===== src/rtl/twos_comp_in.sv =====
// twos_comp_in: keypad BCD digit/sign entry to sign-magnitude, committed as int16 two's complement.
// Optional TWOS_COMP_IN_ECHO_EN adds o_echo, a registered live view of the pending entry.
package twos_comp_in_pkg;
  typedef enum logic [1:0] {OFF = 2'd0, TEN = 2'd1} segment_e;
endpackage

module twos_comp_in
  import twos_comp_in_pkg::*;
#(
  parameter int MAX_DIGITS = 5
) (
  input  logic        i_clk,
  input  logic        i_rst_n,
  input  logic [3:0]  i_digit,
  input  logic        i_digit_valid,
  input  logic        i_sign_key,
  input  logic        i_enter,
  input  logic        i_clear,
  output logic [15:0] o_data,
  output logic        o_valid,
  output logic        o_ready,
  output logic        o_overflow,
  output logic [2:0]  o_digits,
  output segment_e    o_sign
`ifdef TWOS_COMP_IN_ECHO_EN
  ,
  output logic [15:0] o_echo
`endif
);
  typedef enum logic [1:0] {S_IDLE, S_ENTRY, S_CONV} state_e;
  state_e      state_q, state_d;
  logic [15:0] mag_q, mag_d, data_q, data_d;
  logic        neg_q, neg_d, valid_q, valid_d, ovf_q, ovf_d;
  logic [2:0]  digits_q, digits_d;
  logic [19:0] new_w, limit_w;
  logic        accept_w;
  assign new_w    = {4'd0, mag_q} * 20'd10 + {16'd0, i_digit};
  assign limit_w  = neg_q ? 20'd32768 : 20'd32767;
  assign accept_w = new_w <= limit_w && digits_q < 3'(MAX_DIGITS);
  always_comb begin
    state_d  = state_q;
    mag_d    = mag_q;
    neg_d    = neg_q;
    data_d   = data_q;
    ovf_d    = ovf_q;
    digits_d = digits_q;
    valid_d  = 1'b0;
    if (state_q == S_CONV) begin
      data_d   = neg_q ? ~mag_q + 16'd1 : mag_q;
      valid_d  = 1'b1;
      state_d  = S_IDLE;
      mag_d    = '0;
      neg_d    = 1'b0;
      ovf_d    = 1'b0;
      digits_d = '0;
    end else if (i_clear) begin
      state_d  = S_IDLE;
      mag_d    = '0;
      neg_d    = 1'b0;
      ovf_d    = 1'b0;
      digits_d = '0;
    end else if (i_enter) begin
      state_d = S_CONV;
    end else if (i_sign_key) begin
      state_d = S_ENTRY;
      neg_d   = !neg_q;
      // -32768 has no positive counterpart: clamp when flipping back
      if (neg_q && mag_q == 16'h8000) begin
        mag_d = 16'h7FFF;
        ovf_d = 1'b1;
      end
    end else if (i_digit_valid && i_digit <= 4'd9) begin
      state_d = S_ENTRY;
      if (accept_w) begin
        mag_d    = new_w[15:0];
        digits_d = (mag_q == '0 && i_digit == 4'd0) ? digits_q : digits_q + 3'd1;
      end else begin
        ovf_d = 1'b1;
      end
    end
  end
  always_ff @(posedge i_clk) begin
    if (!i_rst_n) begin
      state_q  <= S_IDLE;
      mag_q    <= '0;
      neg_q    <= 1'b0;
      data_q   <= '0;
      valid_q  <= 1'b0;
      ovf_q    <= 1'b0;
      digits_q <= '0;
    end else begin
      state_q  <= state_d;
      mag_q    <= mag_d;
      neg_q    <= neg_d;
      data_q   <= data_d;
      valid_q  <= valid_d;
      ovf_q    <= ovf_d;
      digits_q <= digits_d;
    end
  end
  assign o_data     = data_q;
  assign o_valid    = valid_q;
  assign o_ready    = state_q != S_CONV;
  assign o_overflow = ovf_q;
  assign o_digits   = digits_q;
  assign o_sign     = neg_q ? TEN : OFF;
`ifdef TWOS_COMP_IN_ECHO_EN
  logic [15:0] echo_q;
  always_ff @(posedge i_clk) begin
    if (!i_rst_n) echo_q <= '0;
    else echo_q <= neg_d ? ~mag_d + 16'd1 : mag_d;
  end
  assign o_echo = echo_q;
`endif
endmodule


===== config.mk =====
export PLATFORM = sky130hd
export DESIGN_NAME = twos_comp_in
export DESIGN_NICKNAME = d
export VERILOG_FILES = /design/src/rtl/twos_comp_in.sv
export SDC_FILE = /design/constraint.sdc
export NUM_CORES = 1
export LEC_CHECK = 0
export CAP_MARGIN = 20
export CORE_UTILIZATION = 58
export CTS_BUF_LIST = sky130_fd_sc_hd__clkbuf_8 sky130_fd_sc_hd__clkbuf_16
export DETAILED_ROUTE_END_ITERATION = 12
export PLACE_DENSITY_LB_ADDON = 0.1
export SETUP_SLACK_MARGIN = 0.4
export SLEW_MARGIN = 20
export SYNTH_ARGS = -nofsm -noshare
export SYNTH_HDL_FRONTEND = slang
export SYNTH_SLANG_ARGS = --single-unit

===== constraint.sdc =====
create_clock -name i_clk -period 5.2 [get_ports i_clk]
set_clock_uncertainty 0.05 [all_clocks]
set_input_delay 1.04 -clock i_clk [delete_from_list [all_inputs] [get_ports i_clk]]
set_output_delay 1.04 -clock i_clk [all_outputs]
set_load 0.05 [all_outputs]

### Yosys cells after proc, flatten, opt, wreduce, memory -nomap -nowiden

Index checks and enable logic that the tools add are counted.

| storage, ports and cells | value |
|---|---|
| word-level logic and storage cells | 56 |
| input port bits | 10 |
| output and inout bits | 24 |
| register bits | 40 |

| cells by class | value |
|---|---|
| equality and inequality tests | 5 |
| muxes and demuxes | 15 |
| bitwise gates (word level) | 5 |
| add/subtract/negate cells | 3 |
| reductions and logical operators | 16 |
| order comparisons | 3 |
| multipliers | 1 |

Operators by type and width:

| cell | count |
|---|---|
| 16-bit 2-to-1 mux | 6 |
| 20-bit by 4-bit adder with 20-bit output | 1 |
| 20-bit by 16-bit less-or-equal comparator with 1-bit output | 1 |
| 16-bit by 3-bit multiplier with 19-bit output (second input constant) | 1 |
| 16-bit by 1-bit adder with 16-bit output (second input constant) | 1 |
| 16-bit == test (second input constant) | 1 |
| 16-bit logical NOT | 1 |
| 16-bit NOT | 1 |
| 4-bit AND reduction | 2 |
| 1-bit 2-to-1 mux | 6 |
| 2-bit 2-to-1 mux | 3 |
| 5-bit AND reduction | 1 |
| 4-bit less-or-equal comparator (second input constant) | 1 |
| 1-bit logical AND | 4 |
| 4-bit logical NOT | 1 |
| 2-bit inequality test (second input constant) | 2 |
| 1-bit NOT | 4 |
| 2-bit nonzero test | 2 |
| 4-bit OR reduction | 1 |
| 3-bit by 1-bit adder with 3-bit output (second input constant) | 1 |
| 3-bit less-than comparator (second input constant) | 1 |
| 3-bit nonzero test | 1 |
| 3-bit OR reduction | 1 |
| 2-bit == test (second input constant) | 1 |
| other kinds (3) | 3 |

### Logic depth before layout (Yosys ltp)

Gate-level depths: netlist (run 1).

| logic depth | value |
|---|---|
| depth after elaboration | 7 |
| gate-level depth with buffers | 20 |
| depth with buffers taken out | 19 |

### Worst setup path after synthesis (run 1)

No wires, ideal clock.

| timing | value |
|---|---|
| path type | flip-flop to flip-flop |
| from | register mag_q[1] |
| to | register mag_q[5] |
| required time | 5.031 ns |
| setup time | 0.119 ns |
| arrival | 4.297 ns |
| buffers on the path | 1 |
| cell stages (with the launch flop) | 21 |
| period minus slack after synthesis | 4.466 ns |
| setup slack | 0.734 ns |
| cells stage by stage | dfxtp_1 > ha_1 > ha_1 > fa_1 > a21oi_1 > o211ai_2 > xor2_2 > o21ai_2 > nor4_4 > nor3b_1 > xor2_1 > ha_1 > nand4_1 > nor4_1 > a21oi_1 > nand2_1 > nand4_4 > nor2_4 > nand2_2 > buf_6 > o221a_2 |

| on the way | value |
|---|---|
| word-level cells in the longest chain between the ends | 6 |
| elaborated cells on any way between the ends | 12 |
| those cells by class | add/sub: 1; mul: 1; order compare: 1; eq/ne: 2; mux: 3; reduce/logical: 4 |

Ends and longest elaborated chain:

| item | line | RTL |
|---|---|---|
| from (decl) | 32 | `logic [15:0] mag_q, mag_d, data_q, data_d;` |
| from (signal assigned) | 93 | `mag_q <= mag_d;` |
| 16-bit by 3-bit multiplier with 19-bit output | 37 | `assign new_w = {4'd0, mag_q} * 20'd10 + {16'd0, i_digit};` |
| 20-bit by 4-bit adder with 20-bit output | 37 |  |
| 20-bit by 16-bit less-or-equal comparator with 1-bit output | 39 | `assign accept_w = new_w <= limit_w && digits_q < 3'(MAX_DIGITS);` |
| 1-bit logical AND | 39 |  |
| 2-bit nonzero test (no line) | - |  |
| 4-bit AND reduction (no line) | - |  |

Parallel ways exist; a longest one is shown, timed or not. The select of a mux whose other input is x is not followed.
A chain may end at the register's enable or synchronous reset.

### Worst setup path in the final report (run 1)

| timing | value |
|---|---|
| from | input port i_digit[3] |
| to | register digits_q[1], in the netlist o_digits[1] |

| on the way | value |
|---|---|
| word-level cells in the longest chain between the ends | 4 |
| elaborated cells on any way between the ends | 9 |
| those cells by class | add/sub: 1; order compare: 2; bitwise: 1; reduce/logical: 5 |

Ends and longest elaborated chain:

| item | line | RTL |
|---|---|---|
| from (decl) | 14 | `input logic [3:0] i_digit,` |
| 20-bit by 4-bit adder with 20-bit output or 4-bit logical NOT (tied branches) | 37, 76 |  |
| 20-bit by 16-bit less-or-equal comparator with 1-bit output or 1-bit logical AND (tied branches) | 39, 76 |  |
| 1-bit logical AND or 1-bit NOT (tied branches) | - |  |
| 5-bit AND reduction (no line) (*) | - |  |
| to (signal assigned) | 98 | `digits_q <= digits_d;` |
| to (decl) | 34 | `logic [2:0] digits_q, digits_d;` |

Mark *: on every way between the ends. The rest lies on a longest branch, timed or not.

==> flow_metrics.py, run 1 <==
metrics = {
    "yosys": {
        "syn_area_per_cell_um2": 9.05,
        "synth_edf_count": 0,
        "yosys_warnings": 0,
        "ys.flop_type": "dfxtp_1",
        "synth.distinct_cells": 72,
        "seq_area_frac_synth_pct": 22.9,
        "syn_nets": 448,
        "syn_inst": 387,
        "synth_area_um2": 3500,
        "async_flop_share_pct": 0,
        "ys_ff_latch": 40,
    },
    "setup_path": {
        "crit_path_frequent_cell": "a21o_1",
        "critPathLaunchType": "primary input",
        "criticalPathCategory": "in -> reg",
        "critical-path-slowest-cell": "clkdlybuf4s50_1",
        "critPathArrivalTime_ns": 4.73,
        "crit_chain": "clkdlybuf4s50_1 > ha_4 > a21o_1 > nand4_1 > nand3b_1 > nor4_4 > xnor2_2 > ha_1 > a21o_1 > a21o_1 > a21oi_2 > nand4_1 > nand2_2 > nand4_4 > nor4b_4 > mux2i_1 > nor2_1",
        "cp.required_ns": 5.32,
        "path_max_fanout": 4,
        "crit_buf_inv": 1,
        "critPathMaxStageDelay_ns": 0.50,
        "end_kind": "flip-flop",
        "cp_top_family": "simple AND/OR/NAND/NOR gates",
    },
    "die": {
        "rows": 27,
        "core_um2": 5680,
        "fp.dieH_um": 79.7,
        "die_area_um2": 6350,
        "start_util_pct": 61.7,
        "die_w_um": 79.7,
        "ios": 34,
    },
    "place": {
        "dpl.hpwl_um": 6050,
        "io_buffer_count": 32,
        "placed_area_um2": 3840,
        "gp_congestion": 0.880,
    },
    "global_route": {
        "gr-total-overflow": 0,
        "antenna_found_initial": 0,
        "grt_first_pass_wirelength_um": 13200,
        "grt_pass1_vias": 2850,
        "gr-usage-all-layers_pct": 26.2,
        "grt_max_degree": 35,
    },
    "final_layout": {
        "num-nets-final": 478,
        "n_antenna_cell": 0,
        "fin_area_um2": 4120,
        "drive_above_1_share_pct": 17.9,
        "syn_to_final_growth_pct": 17.6,
    },
    "clock_network": {
        "htreeDepth": 2,
        "clk_root_buffer_cell": "clkbuf_8",
        "insertion_delay_ns": 0.29,
        "clock_path_buffers": 2,
        "ctsHoldBuffers": 0,
        "cts.sink_count": 40,
        "cts_made_buffers": 5,
        "cts_tree": "built",
        "clkTransAtPathRegs_ns": 0.07,
    },
    "timing": {
        "fin_crit_ns": 4.61,
        "fin_crit_sh_pct": 88.7,
        "rsz0062_at_grt": "false",
        "relSlewSlack_pct": 44.5,
        "finalSetupTns_ns": 0,
        "tightestPinTransition_ns": 0.811,
        "final_max_slew_viol_count": 0,
        "hold_viol": 0,
        "fmax_mhz": 217,
        "finalSetupViolCount": 0,
    },
    "pwr": {
        "intPower_uw": 475,
        "p_leak_nw": 1.95,
        "ir_worst_vdd_mv": 0.165,
        "p_sw_share_pct": 29.3,
        "p_comb_share_pct": 21.0,
        "power_frac_seq_pct": 48.3,
        "p_switching_uw": 197,
        "p_clk_share_pct": 30.7,
        "p_total_uw": 671,
        "power.density_nw_per_um2": 163,
    },
    "hold_path": {
        "holdCritPathClass": "reg -> reg",
    },
    "detailed_routing": {
        "wire_per_inst_um": 16.1,
        "ant_nets": 0,
        "drt_iter0_markers": 151,
        "drc_errors": 0,
        "drt-total-wl_um": 7890,
        "num_vias": 2979,
        "drt-pass1-iter-count": 4,
        "viasPerCell": 6.08,
    },
    "outcome": {
        "outcome": "complete, no violations",
    },
    "run": {
        "maxCapViolations": 0,
    },
}
[cell usage in the layout (no fill, tap or decap), types with 9 or more instances in the layout]
| master | instances |
|---|---|
| ha_1 | 44 |
| nand2_1 | 40 |
| dfxtp_1 | 34 |
| clkdlybuf4s50_1 | 31 |
| nor2_1 | 21 |
| inv_1 | 19 |
| xor2_1 | 18 |
| xnor2_1 | 15 |
| o211a_1 | 15 |
| o221a_2 | 13 |
| a21oi_1 | 12 |
| buf_4 | 11 |
| a21o_1 | 9 |
[stage by stage]
| stage | hold WS (ns) | cells | util, % | worst slack [ns] |
|---|---|---|---|---|
| 4_1_cts | 0.430 | 485 | 69.5 | 0.435 |
| 3_3_place_gp | 0.406 | 477 | 67.7 | 0.130 |
| 6_report | 0.427 | 490 | 72.6 | 0.590 |
| 5_1_grt | 0.463 | 490 | 72.6 | 0.360 |
| 2_1_floorplan | 0.387 | 387 | - | 0.734 |
| 3_5_place_dp | 0.420 | 477 | 67.7 | 0.0705 |
[cells by family after synthesis]
family / share of synthesized area, %
flops: 22.9
other cells: 0.107
fa+ha+maj: 18.6
simple gates: 19.0
mux: 1.21
compound gates: 23.8
xor+xnor: 9.22
buf+inv: 5.18
[sequential cells by signal (all words and copies together), names as in the netlist]
name        cells
o_overflow      1
o_valid         1
o_data         16
neg_q           1
o_digits        3
mag_q          16
state_q         2
[worst paths after layout]
path                          start                        to  slack [ns]  cells past startpoint
max                      i_digit[3]  o_digits[1]$_SDFFE_PP0P_        0.59                     17
min          o_data[0]$_SDFFE_PN0P_    o_data[0]$_SDFFE_PN0P_        0.43                      2
max reg2reg   mag_q[7]$_SDFFE_PP0P_  o_digits[1]$_SDFFE_PP0P_        0.62                     18
min reg2reg  o_data[0]$_SDFFE_PN0P_    o_data[0]$_SDFFE_PN0P_        0.43                      2
[Yosys cell counts, types with 3 or more instances]
| cell type | n | area, µm² |
|---|---|---|
| buf_6 | 3 | 33.8 |
| inv_1 | 17 | 63.8 |
| a31oi_1 | 3 | 18.8 |
| dfxtp_1 | 40 | 801 |
| o211a_1 | 15 | 150 |
| buf_4 | 4 | 30.0 |
| or3_1 | 4 | 25.0 |
| xor2_1 | 19 | 166 |
| a21oi_1 | 15 | 75.1 |
| o31ai_1 | 3 | 22.5 |
| xnor2_1 | 16 | 140 |
| o221a_2 | 13 | 146 |
| or4_1 | 3 | 22.5 |
| and2_1 | 3 | 18.8 |
| nand3_1 | 7 | 35.0 |
| nor3b_1 | 3 | 22.5 |
| clkbuf_1 | 9 | 33.8 |
| nand3b_1 | 6 | 45.0 |
| a211oi_1 | 4 | 30.0 |
| ha_1 | 49 | 613 |
| nor3_1 | 5 | 25.0 |
| nand4_1 | 7 | 43.8 |
| nand2_1 | 41 | 154 |
| a21o_1 | 9 | 67.6 |
| o21ai_0 | 8 | 40.0 |
| nor2_1 | 21 | 78.8 |
[tightest hold or removal path, delay by kind of cell, from the launching register on]
| family | cells | cell delay [ns] |
|---|---|---|
| compound gates | 1 | 0.07 |
| flops | 1 | 0.31 |
| simple gates | 1 | 0.05 |
[timing repair]
| item | 4_1_cts | 5_1_grt |
|---|---|---|
| resized for setup | 4 | 28 |
| buffers inserted | 0 | 5 |
| setup endpoints to repair | 18 | 19 |
| pin swaps | 1 | 16 |
[power by group through the flow]
| stage | logic, mW | registers, mW | clock network (mW) |
|---|---|---|---|
| 4_1_cts | 0.135 | 0.324 | 0.209 |
| 6_report | 0.141 | 0.324 | 0.206 |
| 5_1_grt | 0.153 | 0.326 | 0.224 |
| 2_1_floorplan | 0.0749 | 0.352 | 0 |
| 3_3_place_gp | 0.131 | 0.331 | 0 |
| 3_5_place_dp | 0.134 | 0.331 | 0 |
[final cells by class]
class,count,area [µm²]
well taps,72,90.1
inverters,17,63.8
clock inverters,2,7.51
fillers,436,1560
flip-flops and latches,40,811
repair buffers,43,405
clock buffers,6,82.6
multi-input cells,310,2660
[routing by layer]
metal	routed length, µm	vias up	track usage, %
met5	0	-	0
met4	153	0	9.27
met3	329	13	3.77
met2	3760	73	45.1
met1	3650	1392	33.0
li1	-	1501	-
Power figures use the tool's default switching activity.
==> inputs of run 2 (changes only) <==
--- a/config.mk
+++ b/config.mk
@@ -5,8 +5,10 @@
 export SDC_FILE = /design/constraint.sdc
 export NUM_CORES = 1
 export LEC_CHECK = 0
+export ABC_AREA = 1
 export CAP_MARGIN = 20
-export CORE_UTILIZATION = 58
+export CORE_MARGIN = 10
+export CORE_UTILIZATION = 59
 export CTS_BUF_LIST = sky130_fd_sc_hd__clkbuf_8 sky130_fd_sc_hd__clkbuf_16
 export DETAILED_ROUTE_END_ITERATION = 12
 export PLACE_DENSITY_LB_ADDON = 0.1
==> flow_metrics.py, run 2 <==
metrics = {
    "outcome": {
        "outcome": "complete, no violations",
    },
    "final_layout": {
        "fillCellCount": 568,
        "post-route-util_pct": 68.7,
        "finalNonFillerCells": 695,
        "final_common_cell": "nand2_1",
        "num-nets-final": 678,
        "fin_area_um2": 4390,
        "syn_to_final_growth_pct": 12.7,
        "final_cell_mix": "nand2_1 (140), inv_1 (81), nor2_1 (48), ha_1 (48), a21oi_1 (42)",
        "n_antenna_cell": 0,
        "drive_above_1_share_pct": 9.87,
    },
    "detailed_routing": {
        "wire_per_inst_um": 13.5,
        "ant_nets": 0,
        "viasPerCell": 5.38,
        "num_vias": 3740,
        "drt-pass1-iter-count": 4,
        "drt_iter0_markers": 180,
        "drt-total-wl_um": 9360,
        "drc_errors": 0,
    },
    "place": {
        "io_buffer_count": 32,
        "placed_area_um2": 4250,
        "post-place-cells": 685,
        "dpl.hpwl_um": 7650,
        "gp_congestion": 0.885,
    },
    "yosys": {
        "ys.flop_type": "dfxtp_1",
        "syn_inst": 586,
        "syn_area_per_cell_um2": 6.64,
        "synth_top_area_cell": "dfxtp_1",
        "seq_area_frac_synth_pct": 20.6,
        "synth.distinct_cells": 37,
        "synth_area_um2": 3890,
        "synth_compound_area_share_pct": 12.9,
        "synth_mux_area_share_pct": 0,
        "synth_most_common_cell": "nand2_1",
        "synth_top_family_by_area": "simple AND/OR/NAND/NOR gates",
        "ys_ff_latch": 40,
        "yosys_warnings": 0,
        "synth_adder_area_share_pct": 16.8,
        "yosys.area_share.simple_pct": 35.3,
        "syn_nets": 647,
        "async_flop_share_pct": 0,
        "yosys-top-cells-count": "nand2_1 (140), inv_1 (79), nor2_1 (50), ha_1 (49), a21oi_1 (42)",
        "synth-xor-area-share_pct": 4.50,
        "synth_edf_count": 0,
        "yosysTopAreaCellShare_pct": 20.6,
        "ys_top_cells_by_area": "dfxtp_1 (21%), ha_1 (16%), nand2_1 (13%), inv_1 (7.6%), a21oi_1 (5.4%)",
    },
    "setup_path": {
        "end_kind": "flip-flop",
        "crit_chain": "clkdlybuf4s50_1 > ha_1 > nand3_1 > nand3_2 > nand2_1 > or2_4 > nor2_4 > nand2_1 > nor2_2 > xor2_1 > ha_1 > nand2_1 > nor2_1 > a211oi_1 > nand2_1 > a21boi_2 > nand3_2 > nor2_4 > nand4_2 > o21ai_0 > nor2_1",
        "critPathArrivalTime_ns": 4.66,
        "critical-path-slowest-cell": "clkdlybuf4s50_1",
        "critPathMaxStageDelay_ns": 0.47,
        "cp_top_family": "simple AND/OR/NAND/NOR gates",
        "cp.required_ns": 5.33,
        "path_max_fanout": 7,
        "critPathLaunch": "i_digit[3]",
        "crit_buf_inv": 1,
        "reg2reg_from": "mag_q[3]$_SDFFE_PP0P_",
        "crit_path_frequent_cell": "nand2_1",
        "critPathLaunchType": "primary input",
        "criticalPathCategory": "in -> reg",
    },
    "die": {
        "start_util_pct": 61.0,
        "die_w_um": 101,
        "core_um2": 6390,
        "rows": 29,
        "die_area_um2": 10200,
        "ios": 34,
        "fp.dieH_um": 101,
    },
    "global_route": {
        "grt_first_pass_wirelength_um": 15900,
        "antenna_found_initial": 0,
        "grt_max_degree": 20,
        "grt_pass1_vias": 3557,
        "gr-usage-all-layers_pct": 18.3,
        "gr-total-overflow": 0,
    },
    "clock_network": {
        "insertion_delay_ns": 0.28,
        "cts.sink_count": 40,
        "cts_tree": "built",
        "clkTransAtPathRegs_ns": 0.07,
        "clock_path_buffers": 2,
        "htreeDepth": 2,
        "clk_root_buffer_cell": "clkbuf_8",
        "cts_made_buffers": 5,
        "ctsHoldBuffers": 0,
    },
    "timing": {
        "hold_viol": 0,
        "fin_crit_ns": 4.53,
        "rsz0062_at_grt": "false",
        "finalSetupTns_ns": 0,
        "tightestPinTransition_ns": 0.786,
        "fin_crit_sh_pct": 87.1,
        "relSlewSlack_pct": 47.4,
        "final_max_slew_viol_count": 0,
        "fmax_mhz": 221,
        "finalSetupViolCount": 0,
    },
    "pwr": {
        "p_comb_share_pct": 25.0,
        "p_switching_uw": 223,
        "ir_worst_vdd_mv": 0.180,
        "p_sw_share_pct": 31.6,
        "p_clk_share_pct": 28.9,
        "intPower_uw": 481,
        "power_frac_seq_pct": 46.2,
        "p_total_uw": 704,
        "p_leak_nw": 2.17,
        "power.density_nw_per_um2": 161,
    },
    "hold_path": {
        "holdCritPathClass": "reg -> reg",
        "worstHoldStart": "o_overflow$_SDFFE_PP0P_",
    },
    "run": {
        "maxCapViolations": 0,
    },
}
[run 2: cell count changes after synthesis, moves of 15 or more]
cell     previous run  this run
a21oi_1            15        42
inv_1              17        79
nand2_1            41       140
nand2_2             1        16
nand3_1             7        41
nor2_1             21        50
o211a_1            15         0
o21ai_0             8        34
[run 2: logic make-up (layout without fill, tap and decap cells)]
group,count (synthesis),count (layout)
flops,40,40
other cells,1,1
compound gates,90,90
xor+xnor,20,20
simple gates,291,292
buf+inv,93,124
fa+ha+maj,51,51
[run 2: final timing paths]
kind,slack [ns],depth (start not counted),to
worst min-delay path,0.41,2,o_overflow$_SDFFE_PP0P_
worst min register to register,0.41,2,o_overflow$_SDFFE_PP0P_
worst max-delay path,0.67,21,mag_q[7]$_SDFFE_PP0P_
worst max register to register,0.84,23,mag_q[7]$_SDFFE_PP0P_
[run 2: what timing repair did]
item                                    4_1_cts  5_1_grt
hold endpoints to repair                      0        0
resized for setup                             0       14
buffers inserted                              0        1
endpoints found under the setup margin        0       20
[run 2: power by group through the flow]
stage | sequential, mW | combinational [mW] | clock [mW]
4_1_cts | 0.325 | 0.170 | 0.204
3_5_place_dp | 0.332 | 0.170 | 0
5_1_grt | 0.326 | 0.199 | 0.216
6_report | 0.325 | 0.176 | 0.203
2_1_floorplan | 0.333 | 0.129 | 0
3_3_place_gp | 0.331 | 0.165 | 0
[run 2: final cells by class]
type | count | area [µm²] | area share, %
clock inverters | 2 | 7.51 | 0.171
inverters | 81 | 304 | 6.93
flip-flops and latches | 40 | 803 | 18.3
clock buffers | 6 | 82.6 | 1.88
well taps | 77 | 96.3 | 2.20
multi-input cells | 454 | 2750 | 62.7
repair buffers | 35 | 343 | 7.82
[run 2: tightest hold or removal path: stages (launching register included)]
cell and delay (ns):
dfxtp_1 0.31, inv_1 0.05, a21oi_1 0.05
[run 2: stage by stage]
stage	setup WS, ns	hold WS [ns]
floorplan	1.13	0.385
detailed placement	0.283	0.396
CTS	0.570	0.407
global route	0.375	0.451
global placement	0.457	0.387
finish	0.669	0.406
[run 2: layer usage]
layer | global-route usage [%] | routed length (µm) | up-vias
li1 | - | - | 1975
met1 | 21.9 | 4070 | 1662
met2 | 33.1 | 4660 | 89
met3 | 2.72 | 483 | 14
met4 | 5.04 | 141 | 0
met5 | 0 | 0 | -
==> inputs of run 3 (changes only) <==
--- a/config.mk
+++ b/config.mk
@@ -5,12 +5,13 @@
 export SDC_FILE = /design/constraint.sdc
 export NUM_CORES = 1
 export LEC_CHECK = 0
-export ABC_AREA = 1
+export ABC_AREA = 0
 export CAP_MARGIN = 20
 export CORE_MARGIN = 10
-export CORE_UTILIZATION = 59
+export CORE_UTILIZATION = 58
 export CTS_BUF_LIST = sky130_fd_sc_hd__clkbuf_8 sky130_fd_sc_hd__clkbuf_16
 export DETAILED_ROUTE_END_ITERATION = 12
+export GPL_ROUTABILITY_DRIVEN = 0
 export PLACE_DENSITY_LB_ADDON = 0.1
 export SETUP_SLACK_MARGIN = 0.4
 export SLEW_MARGIN = 20
==> flow_metrics.py, run 3 (synthesis results as in run 1) <==
metrics = {
    "die": {
        "die_w_um": 97.7,
        "fp.dieH_um": 97.7,
        "ios": 34,
        "core_um2": 5890,
        "start_util_pct": 59.5,
        "rows": 28,
        "die_area_um2": 9550,
    },
    "timing": {
        "fin_crit_sh_pct": 88.7,
        "finalSetupViolCount": 0,
        "rsz0062_at_grt": "false",
        "whs_ns": 0.413,
        "fmax_mhz": 217,
        "relSlewSlack_pct": 13.2,
        "fin_crit_ns": 4.61,
        "fin_ws_ns": 0.587,
        "finalSetupTns_ns": 0,
        "hold_viol": 0,
        "tightestPinTransition_ns": 1.30,
        "final_max_slew_viol_count": 0,
    },
    "setup_path": {
        "cp_top_family": "compound AO/OA/AOI/OAI gates",
        "critPathArrivalTime_ns": 4.76,
        "critPathMaxStageDelay_ns": 0.43,
        "cp.required_ns": 5.34,
        "path_max_fanout": 8,
        "critPathLaunchType": "flip-flop",
        "crit_buf_inv": 2,
        "criticalPathCategory": "reg -> reg",
        "crit_path_frequent_cell": "ha_1",
        "end_kind": "flip-flop",
        "critical-path-slowest-cell": "dfxtp_2",
        "crit_chain": "ha_1 > ha_1 > a21oi_1 > nand4b_1 > a211oi_2 > o21ai_4 > nor4_4 > buf_4 > xnor2_2 > ha_1 > a21o_1 > a21o_1 > a21oi_2 > nand4_1 > nand2_2 > nand4_4 > nor2_4 > buf_12 > nand2_8 > o221a_2",
    },
    "place": {
        "place_worst_setup_slack_ns": -0.0298,
        "io_buffer_count": 32,
        "dpl.hpwl_um": 6360,
        "post-place-cells": 481,
    },
    "clock_network": {
        "insertion_delay_ns": 0.30,
        "clkTransAtPathRegs_ns": 0.08,
        "cts_made_buffers": 5,
        "htreeDepth": 2,
        "cts.sink_count": 40,
        "clk_root_buffer_cell": "clkbuf_8",
        "cts_tree": "built",
        "clock_path_buffers": 2,
    },
    "run": {
        "maxCapViolations": 0,
    },
    "global_route": {
        "grt_first_pass_wirelength_um": 13600,
        "grt_pass1_vias": 2820,
        "antenna_found_initial": 0,
        "grt_max_degree": 35,
        "gr-usage-all-layers_pct": 16.5,
        "gr-total-overflow": 0,
    },
    "final_layout": {
        "syn_to_final_growth_pct": 23.3,
        "post-route-util_pct": 73.3,
        "finalNonFillerCells": 500,
        "seq_area_um2": 812,
        "fillCellCount": 437,
        "n_antenna_cell": 0,
        "num-nets-final": 485,
        "final_common_cell": "ha_1",
        "multi_input_area_um2": 2770,
        "final_cell_mix": "ha_1 (42), nand2_1 (40), dfxtp_1 (33), clkdlybuf4s50_1 (29), nor2_1 (21)",
        "drive_above_1_share_pct": 20.7,
    },
    "detailed_routing": {
        "ant_nets": 0,
        "wire_per_inst_um": 17.1,
        "drc_errors": 0,
        "drt-total-wl_um": 8540,
        "num_vias": 3047,
        "drt-pass1-iter-count": 6,
        "viasPerCell": 6.09,
        "drt_iter0_markers": 171,
    },
    "pwr": {
        "p_leak_nw": 2.03,
        "power.density_nw_per_um2": 169,
        "ir_worst_vdd_mv": 0.153,
    },
    "outcome": {
        "outcome": "complete, no violations",
    },
    "hold_path": {
        "holdCritPathClass": "reg -> reg",
    },
}
==> run 3: changes by cell type in the layout (fill, tap and decap cells not counted), sizes merged, moves of 11 or more <==
cell | before | now
nand2 | 159 | 43
inv | 83 | 17
nand3 | 46 | 7
nor2 | 61 | 22
o21ai | 36 | 10
a21oi | 42 | 17
o211a | 0 | 15
o221a | 0 | 15
buf | 3 | 16
xnor2 | 5 | 16
==> run 3: final cells by class <==
type                    instances  area share, %
multi-input cells             312           64.2
inverters                      17           1.48
clock buffers                   5           1.59
flip-flops and latches         40           18.8
repair buffers                 48           10.8
clock inverters                 3          0.986
well taps                      75           2.17
==> run 3: final timing paths <==
| path | startpoint | to | slack [ns] | cells after the start |
|---|---|---|---|---|
| max | mag_q[4]$_SDFFE_PP0P_ | mag_q[5]$_SDFFE_PP0P_ | 0.59 | 20 |
| min reg2reg | o_data[0]$_SDFFE_PN0P_ | o_data[0]$_SDFFE_PN0P_ | 0.41 | 2 |
| max reg2reg | mag_q[4]$_SDFFE_PP0P_ | mag_q[5]$_SDFFE_PP0P_ | 0.59 | 20 |
| min | o_data[0]$_SDFFE_PN0P_ | o_data[0]$_SDFFE_PN0P_ | 0.41 | 2 |
==> run 3: layer usage <==
metal	wire length [µm]	global-route usage (%)	vias up
li1	-	-	1520
met1	3850	20.7	1449
met2	4230	28.0	67
met3	314	2.35	11
met4	148	5.70	0
met5	0	0	-
==> run 3: worst register-to-register path, cell delays in order (launching register included) <==
cell      delay (ns)
dfxtp_2         0.43
ha_1            0.29
ha_1            0.31
a21oi_1         0.09
nand4b_1        0.28
a211oi_2        0.40
o21ai_4         0.13
nor4_4          0.31
buf_4           0.17
xnor2_2         0.07
ha_1            0.33
a21o_1          0.19
a21o_1          0.19
a21oi_2         0.15
nand4_1         0.11
nand2_2         0.10
nand4_4         0.12
nor2_4          0.25
buf_12          0.15
nand2_8         0.07
o221a_2         0.31
==> run 3: through the flow <==
step / power, mW / area (µm²)
CTS: 0.718 / 3990
detailed placement: 0.467 / 3860
finish: 0.730 / 4320
global placement: 0.463 / 3860
global route: 0.758 / 4320
floorplan: 0.427 / 3500
==> run 3: timing repair <==
item,CTS,global route
endpoints found under the setup margin,18,20
resized for setup,4,44
pin swaps,1,12
hold buffers,0,0
gates cloned,0,2
endpoints found under the hold margin,0,0
buffers inserted,0,9
==> run 3: power breakdown <==
part | total (mW) | internal [mW] | switching (mW) | leakage [nW]
sequential | 0.324 | 0.315 | 0.00905 | 0.328
combinational | 0.150 | 0.0585 | 0.0911 | 1.65
clock | 0.257 | 0.142 | 0.115 | 0.0541
total | 0.730 | 0.516 | 0.215 | 2.03
